File: src/rtl/i2c_pkg.sv
// Shared types for the I2C target: FSM states and bus-level bit constants.
// Imported by i2c_line_filter and i2c_target.
package i2c_pkg;

    typedef enum logic [3:0] {
        ST_IDLE,
        ST_ADDRESS,
        ST_ADDRESS_ACK,
        ST_OFFSET,
        ST_OFFSET_ACK,
        ST_WRITE_DATA,
        ST_WRITE_ACK,
        ST_READ_DATA,
        ST_READ_ACK,
        ST_IGNORE
    } i2c_state_t;

    localparam logic ACK       = 1'b0;
    localparam logic NACK      = 1'b1;
    localparam logic I2C_WRITE = 1'b0;
    localparam logic I2C_READ  = 1'b1;

endpackage

File: src/rtl/i2c_line_filter.sv
// One bus line: 2-FF synchronizer, run-length glitch filter, edge pulses.
// The filtered level only changes after FILTER_CYCLES equal samples.
module i2c_line_filter
    import i2c_pkg::*;
#(
    parameter int FILTER_CYCLES = 4
) (
    input  logic clock,
    input  logic reset,
    input  logic line_input,
    output logic level,
    output logic rise,
    output logic fall
);

    logic [1:0] sync;
    logic [3:0] count;
    logic       accept;

    assign accept = (sync[1] != level)
                 && (count == 4'(FILTER_CYCLES - 1));

    // Synchronize, count differing samples, flip level on a full run.
    always_ff @(posedge clock or negedge reset) begin
        if (!reset) begin
            sync  <= 2'b11;
            level <= 1'b1;
            count <= '0;
            rise  <= 1'b0;
            fall  <= 1'b0;
        end else begin
            sync <= {sync[0], line_input};
            rise <= accept & sync[1];
            fall <= accept & ~sync[1];
            if (sync[1] == level) begin
                count <= '0;
            end else if (accept) begin
                level <= sync[1];
                count <= '0;
            end else begin
                count <= count + 4'd1;
            end
        end
    end

endmodule

File: src/rtl/i2c_target.sv
// I2C target with 7-bit address and 8-bit auto-incrementing offset port.
// Define I2C_TARGET_STRETCH_EN to hold SCL low after every ACK/NACK bit.
module i2c_target
    import i2c_pkg::*;
#(
    parameter int         CLOCK_FREQUENCY = 200_000_000,
    parameter logic [6:0] ADDRESS         = 7'h54,
    parameter int         FILTER_CYCLES   = 4,
    parameter int         STRETCH_CYCLES  = 16
) (
    input  logic       clock,
    input  logic       reset,
    input  logic       scl_input,
    output logic       scl_output,
    input  logic       sda_input,
    output logic       sda_output,
    output logic       write_valid,
    output logic [7:0] write_offset,
    output logic [7:0] write_data,
    output logic       read_valid,
    output logic [7:0] read_offset,
    input  logic [7:0] read_data,
    output logic       busy
);

    if (FILTER_CYCLES < 1 || FILTER_CYCLES > 15) begin : g_bad_filter
        $error("i2c_target: FILTER_CYCLES must be 1..15");
    end
    if (STRETCH_CYCLES < 2 || STRETCH_CYCLES > CLOCK_FREQUENCY / 100_000) begin : g_bad_stretch
        $error("i2c_target: STRETCH_CYCLES out of range");
    end

    logic scl_level, scl_rise, scl_fall;
    logic sda_level, sda_rise, sda_fall;
    logic start_seen, stop_seen, load_now;

    i2c_state_t state, state_next;
    logic [3:0] bit_cnt, bit_next;
    logic [7:0] shift, shift_next;
    logic [7:0] offset, offset_next;
    logic       rw, rw_next;
    logic [1:0] load_cnt, load_next;
    logic       busy_next, sda_next;
    logic       write_valid_next, read_valid_next;
    logic [7:0] write_offset_next, write_data_next, read_offset_next;
    logic [7:0] byte_in;

    i2c_line_filter #(.FILTER_CYCLES(FILTER_CYCLES)) u_scl (
        .clock(clock), .reset(reset), .line_input(scl_input),
        .level(scl_level), .rise(scl_rise), .fall(scl_fall)
    );

    i2c_line_filter #(.FILTER_CYCLES(FILTER_CYCLES)) u_sda (
        .clock(clock), .reset(reset), .line_input(sda_input),
        .level(sda_level), .rise(sda_rise), .fall(sda_fall)
    );

    assign start_seen = scl_level & sda_fall;
    assign stop_seen  = scl_level & sda_rise;
    assign byte_in    = {shift[6:0], sda_level};

`ifdef I2C_TARGET_STRETCH_EN
    localparam int SW = $clog2(STRETCH_CYCLES + 1);
    logic [SW-1:0] stretch_cnt;
    logic          ack_end;

    assign ack_end = scl_fall && !start_seen && !stop_seen
                  && (state inside {ST_ADDRESS_ACK, ST_OFFSET_ACK,
                                    ST_WRITE_ACK, ST_READ_ACK});

    // Hold SCL low for a fixed run after each acknowledge bit.
    always_ff @(posedge clock or negedge reset) begin
        if (!reset) begin
            stretch_cnt <= '0;
        end else if (ack_end) begin
            stretch_cnt <= SW'(STRETCH_CYCLES);
        end else if (stretch_cnt != '0) begin
            stretch_cnt <= stretch_cnt - SW'(1);
        end
    end

    assign scl_output = (stretch_cnt == '0);
    assign load_now   = (load_cnt != 2'd0) && (stretch_cnt == SW'(1));
`else
    assign scl_output = 1'b1;
    assign load_now   = (load_cnt == 2'd1);
`endif

    // Next-state and output decode; START/STOP override bit handling.
    always_comb begin
        state_next        = state;
        bit_next          = bit_cnt;
        shift_next        = shift;
        offset_next       = offset;
        rw_next           = rw;
        load_next         = load_cnt;
        busy_next         = busy;
        sda_next          = sda_output;
        write_valid_next  = 1'b0;
        write_offset_next = write_offset;
        write_data_next   = write_data;
        read_valid_next   = 1'b0;
        read_offset_next  = read_offset;
        if (stop_seen) begin
            state_next = ST_IDLE;
            sda_next   = NACK;
            busy_next  = 1'b0;
            load_next  = '0;
        end else if (start_seen) begin
            state_next = ST_ADDRESS;
            bit_next   = '0;
            sda_next   = NACK;
            load_next  = '0;
        end else begin
            unique case (state)
                ST_ADDRESS, ST_OFFSET, ST_WRITE_DATA: begin
                    if (scl_rise && bit_cnt != 4'd8) begin
                        shift_next = byte_in;
                        bit_next   = bit_cnt + 4'd1;
                        if (state == ST_WRITE_DATA && bit_cnt == 4'd7) begin
                            write_valid_next  = 1'b1;
                            write_offset_next = offset;
                            write_data_next   = byte_in;
                        end
                    end else if (scl_fall && bit_cnt == 4'd8) begin
                        bit_next = '0;
                        sda_next = ACK;
                        if (state == ST_OFFSET) begin
                            state_next  = ST_OFFSET_ACK;
                            offset_next = shift;
                        end else if (state == ST_WRITE_DATA) begin
                            state_next = ST_WRITE_ACK;
                        end else if (shift[7:1] == ADDRESS) begin
                            state_next = ST_ADDRESS_ACK;
                            rw_next    = shift[0];
                            busy_next  = 1'b1;
                        end else begin
                            state_next = ST_IGNORE;
                            sda_next   = NACK;
                            busy_next  = 1'b0;
                        end
                    end
                end
                ST_ADDRESS_ACK, ST_OFFSET_ACK, ST_WRITE_ACK: begin
                    if (scl_fall) begin
                        sda_next = NACK;
                        bit_next = '0;
                        if (state == ST_WRITE_ACK) begin
                            state_next  = ST_WRITE_DATA;
                            offset_next = offset + 8'd1;
                        end else if (state == ST_OFFSET_ACK) begin
                            state_next = ST_WRITE_DATA;
                        end else if (rw == I2C_READ) begin
                            state_next       = ST_READ_DATA;
                            read_valid_next  = 1'b1;
                            read_offset_next = offset;
                            load_next        = 2'd2;
                        end else begin
                            state_next = ST_OFFSET;
                        end
                    end
                end
                ST_READ_DATA: begin
                    if (load_now) begin
                        shift_next = read_data;
                        sda_next   = read_data[7];
                        load_next  = '0;
                    end else if (load_cnt > 2'd1) begin
                        load_next = load_cnt - 2'd1;
                    end
                    if (scl_rise && bit_cnt != 4'd8) begin
                        bit_next = bit_cnt + 4'd1;
                    end else if (scl_fall && bit_cnt == 4'd8) begin
                        state_next  = ST_READ_ACK;
                        sda_next    = NACK;
                        bit_next    = '0;
                        offset_next = offset + 8'd1;
                    end else if (scl_fall && bit_cnt != 4'd0) begin
                        shift_next = {shift[6:0], 1'b0};
                        sda_next   = shift[6];
                    end
                end
                ST_READ_ACK: begin
                    if (scl_rise) begin
                        shift_next[0] = sda_level;
                    end else if (scl_fall) begin
                        if (shift[0] == ACK) begin
                            state_next       = ST_READ_DATA;
                            read_valid_next  = 1'b1;
                            read_offset_next = offset;
                            load_next        = 2'd2;
                        end else begin
                            state_next = ST_IGNORE;
                            busy_next  = 1'b0;
                        end
                    end
                end
                default: ;
            endcase
        end
    end

    // State and registered outputs.
    always_ff @(posedge clock or negedge reset) begin
        if (!reset) begin
            state        <= ST_IDLE;
            bit_cnt      <= '0;
            shift        <= '0;
            offset       <= '0;
            rw           <= I2C_WRITE;
            load_cnt     <= '0;
            busy         <= 1'b0;
            sda_output   <= 1'b1;
            write_valid  <= 1'b0;
            write_offset <= '0;
            write_data   <= '0;
            read_valid   <= 1'b0;
            read_offset  <= '0;
        end else begin
            state        <= state_next;
            bit_cnt      <= bit_next;
            shift        <= shift_next;
            offset       <= offset_next;
            rw           <= rw_next;
            load_cnt     <= load_next;
            busy         <= busy_next;
            sda_output   <= sda_next;
            write_valid  <= write_valid_next;
            write_offset <= write_offset_next;
            write_data   <= write_data_next;
            read_valid   <= read_valid_next;
            read_offset  <= read_offset_next;
        end
    end

endmodule
File: config.mk
export PLATFORM = sky130hd
export DESIGN_NAME = i2c_target
export DESIGN_NICKNAME = d
export VERILOG_FILES = /design/src/rtl/i2c_pkg.sv /design/src/rtl/i2c_line_filter.sv /design/src/rtl/i2c_target.sv
export SDC_FILE = /design/constraint.sdc
export NUM_CORES = 1
export LEC_CHECK = 0
export BUFFER_PORTS_ARGS = -buffer_cell sky130_fd_sc_hd__buf_4
export CAP_MARGIN = 20
export CELL_PAD_IN_SITES_DETAIL_PLACEMENT = 0
export CELL_PAD_IN_SITES_GLOBAL_PLACEMENT = 1
export CORE_MARGIN = 3
export CORE_UTILIZATION = 46
export CTS_CLUSTER_DIAMETER = 30
export DETAILED_ROUTE_END_ITERATION = 10
export PLACE_DENSITY_LB_ADDON = 0.1
export SYNTH_ARGS = -nofsm -noshare
export SYNTH_HDL_FRONTEND = slang
export SYNTH_SLANG_ARGS = --single-unit
File: constraint.sdc
create_clock -name clock -period 2.6 [get_ports clock]
set_clock_uncertainty 0.1 [all_clocks]
set_input_delay 0.26 -clock clock [delete_from_list [all_inputs] [get_ports clock]]
set_output_delay 0.26 -clock clock [all_outputs]
set_load 0.05 [all_outputs]
==> flow_metrics.env <==
export IMPL_run_status="complete, no violations"
export IMPL_drtIter0Drc=242
export IMPL_io_pins=41
export IMPL_synth_cell_types=58
export IMPL_synth_edff_count=0
export IMPL_cts_resized=0
export IMPL_postLayoutCoreUtil_pct=56.2
export IMPL_slew_viol_final=0
export IMPL_worstMarginPinSlew_ns=0.905
export IMPL_antenna_found_initial=0
export IMPL_slew_headroom_pct=39.7
export IMPL_grt_pass1_wl_mm=14.0
export IMPL_async_flop_share_pct=100
export IMPL_place_ws_ns=0.286
export IMPL_setup_tns_ns=0
export IMPL_peakVddDrop_v=0.000546
export IMPL_syn_area_um2=3720
export IMPL_core_area_um2=7810
export IMPL_grt_overflow=0
export IMPL_fin_crit_ns=2.36
export IMPL_p_leak_nw=1.98
export IMPL_ys_warn_count=0
export IMPL_root_buffer="clkbuf_8"
export IMPL_rsz0062_at_grt="false"
export IMPL_fin_ws_ns=0.244
export IMPL_drc_errors=0
export IMPL_cp_max_fo=17
export IMPL_place_congestion=0.876
export IMPL_die_area_um2=9200
export IMPL_path_class="flop to flop"
export IMPL_fill_cells=709
export IMPL_p_total_mw=2.87
export IMPL_internal_power_mw=2.02
export IMPL_cts_tree="built"
export IMPL_setup_viol=0
export IMPL_clkPwrFrac_pct=34.5
export IMPL_cellPowerDensity_nw_per_um2=654
export IMPL_chipWidth_um=95.9
export IMPL_layout_drive_gt1_share_pct=27.4
export IMPL_grt_usage_pct=19.8
export IMPL_ys_seq_area_share_pct=49.3
export IMPL_netlist_instances=350
export IMPL_vias=2860
export IMPL_avgSynthCellArea_um2=10.6
export IMPL_port_buffers=39
export IMPL_area_delta_synth_final_pct=18.0
export IMPL_htree_levels=3
export IMPL_avgViaCountPerCell=5.67
export IMPL_grt_max_degree=74
export IMPL_p_sw_mw=0.852
export IMPL_p_comb_share_pct=15.1
export IMPL_diodes=0
export IMPL_die_height_um=95.9
export IMPL_first_pass_iters=4
export IMPL_syn_num_nets=369
export IMPL_layout_cells_non_filler=504
export IMPL_finalHoldViolCount=0
export IMPL_hpwl_mm=5.85
export IMPL_cp_arrival_ns=2.48
export IMPL_clock_sinks=73
export IMPL_wl_mm=8.51
export IMPL_pwr_share_seq_pct=50.3
export IMPL_crit_required_ns=2.73
export IMPL_start_kind="flop"
export IMPL_swShare_pct=29.7
export IMPL_slowest_stage="dfrtp_1"
export IMPL_multi_input_area_um2=1760
export IMPL_crit_chain="nor4b_4 > a32oi_1 > nor4b_4 > buf_4 > mux2_2"
export IMPL_row_count=32
export IMPL_cpPeakStageDelay_ns=0.59
export IMPL_min_period_over_period_pct=90.6
export IMPL_critPathCaptureType="flop"
export IMPL_first_global_vias=2774
export IMPL_nets=416
export IMPL_start_util_pct=47.7
export IMPL_fmax_ghz=0.425
export IMPL_synth_top_flop_cell="dfrtp_1"
export IMPL_ys_seq_elements=73
export IMPL_clockBufferDepth=2
export IMPL_hold_path_class="input port to flop"
export IMPL_regArea_um2=1840
export IMPL_postRouteAntennaNets=0
export IMPL_wl_per_cell_um=16.9
export IMPL_drv_cap=0
export IMPL_dp_cells=485
export IMPL_clk_latency_ns=0.34
export IMPL_cts_clk_slew_worst_paths_ns=0.08
export IMPL_crit_top_cell="nor4b_4"
export IMPL_numCtsBuffers=9
==> path summary, 6_finish.rpt <==
path / startpoint / endpoint / slack [ns] / depth (start not counted)
worst max-delay path: state[0]$_DFFE_PN0P_ / read_offset[0]$_DFFE_PN0P_ / 0.24 / 5
worst min-delay path: read_data[2] / shift[2]$_DFFE_PN0P_ / 0.13 / 3
worst max register to register: state[0]$_DFFE_PN0P_ / read_offset[0]$_DFFE_PN0P_ / 0.24 / 5
worst min register to register: u_scl.sync[0]$_DFF_PN1_ / u_scl.sync[1]$_DFF_PN1_ / 0.26 / 0
max in group asynchronous: reset / shift[2]$_DFFE_PN0P_ / 1.33 / 2
min in group asynchronous: reset / state[0]$_DFFE_PN0P_ / 0.49 / 2
==> power by group through the flow <==
stage | Combinational, mW | Sequential [mW] | Clock [mW]
4_1_cts | 0.434 | 1.44 | 1.02
6_report | 0.434 | 1.44 | 0.991
2_1_floorplan | 0.397 | 1.35 | 0
3_3_place_gp | 0.429 | 1.46 | 0
5_1_grt | 0.484 | 1.47 | 1.08
3_5_place_dp | 0.425 | 1.46 | 0
==> worst max-delay path, delay by kind of cell, from the launching register on <==
family          cells  cell delay (ns)
simple gates        2             0.82
compound gates      1             0.16
buf+inv             1             0.22
mux                 1             0.35
flops               1             0.59
==> timing repair <==
action | CTS | global route
endpoints found under the hold margin | 68 | 0
endpoints found under the setup margin | 0 | 0
hold buffers | 3 | 0
buffers inserted | 0 | 0
==> cells by family (layout without fill, tap and decap cells) <==
kind of cell | after synthesis | after routing | synth area share, %
DFF | 73 | 73 | 49.3
xor gates and xnor gates | 5 | 5 | 1.18
AOI/OAI and AO/OA | 90 | 90 | 17.0
other | 1 | 1 | 0.101
buffers and inverters | 28 | 80 | 3.33
adders and majority gates | 7 | 7 | 2.35
muxes | 32 | 32 | 9.58
and+or+nand+nor | 114 | 114 | 17.1
==> flip-flops by register name, summed over array words and instances (netlist names), 2 cells and up <==
| register | flops |
|---|---|
| bit_cnt | 4 |
| load_cnt | 2 |
| offset | 8 |
| read_offset | 8 |
| shift | 8 |
| state | 4 |
| u_scl.count | 4 |
| u_scl.sync | 2 |
| u_sda.count | 4 |
| u_sda.sync | 2 |
| write_data | 8 |
| write_offset | 8 |
==> synthesized netlist by cell type (2+ instances only) <==
cell	n	share of area, %
o22a_1	8	1.9
and3_1	4	0.67
xnor2_1	2	0.47
nand2b_1	7	1.2
nand3b_1	6	1.2
o31ai_1	2	0.40
nand3_1	21	2.8
a21boi_0	2	0.40
nor3b_1	6	1.2
or2_2	2	0.34
nand4_1	3	0.50
nor2b_1	4	0.67
a2bb2oi_1	8	1.9
dfrtp_1	66	44
o2bb2ai_1	2	0.47
a31oi_1	7	1.2
mux2i_1	3	0.81
dfstp_2	7	4.9
a32o_1	3	0.81
o22ai_1	11	1.8
nor2_1	23	2.3
clkbuf_1	9	0.91
and2_1	2	0.34
mux2_2	29	8.8
a21oi_1	19	2.6
nor4b_4	2	1.3
inv_1	11	1.1
a21oi_2	2	0.47
o221ai_1	2	0.47
xor2_1	3	0.71
buf_2	6	0.81
o21ai_0	8	1.1
o21a_1	2	0.40
ha_1	7	2.4
nand2_1	24	2.4
a211oi_1	5	1.0
==> cell usage in the layout (no fill, tap or decap), types with 4 or more instances in the layout <==
master / instances
dfrtp_1: 66
buf_4: 50
mux2_2: 29
nand2_1: 24
nor2_1: 23
nand3_1: 21
a21oi_1: 19
o22ai_1: 11
inv_1: 11
clkbuf_8: 9
a2bb2oi_1: 8
o22a_1: 8
o21ai_0: 8
a31oi_1: 7
nand2b_1: 7
ha_1: 7
dfstp_2: 7
nor3b_1: 6
nand3b_1: 6
a211oi_1: 5
and3_1: 4
nor2b_1: 4
==> per-layer routing <==
| layer | vias to the layer above | global-route usage (%) | routed length (um) |
|---|---|---|---|
| met4 | 0 | 5.81 | 46 |
| met2 | 78 | 28.3 | 3690 |
| met3 | 7 | 5.08 | 517 |
| met1 | 1387 | 29.6 | 4250 |
| li1 | 1388 | - | - |
| met5 | - | 0 | 0 |
==> final cells by class <==
type	instances	area share, %
flip-flops and latches	73	41.8
clock buffers	10	2.91
clock inverters	6	2.05
multi-input cells	249	40.1
well taps	102	2.91
repair buffers	53	9.24
inverters	11	0.941
==> per-stage QoR <==
stage | hold slack (ns) | area, um2
4_1_cts | 0.115 | 4390
6_report | 0.126 | 4390
3_3_place_gp | 0.246 | 4140
2_1_floorplan | -0.136 | 3720
5_1_grt | 0.120 | 4390
3_5_place_dp | 0.247 | 4140
(Power assumes the default switching activity.)
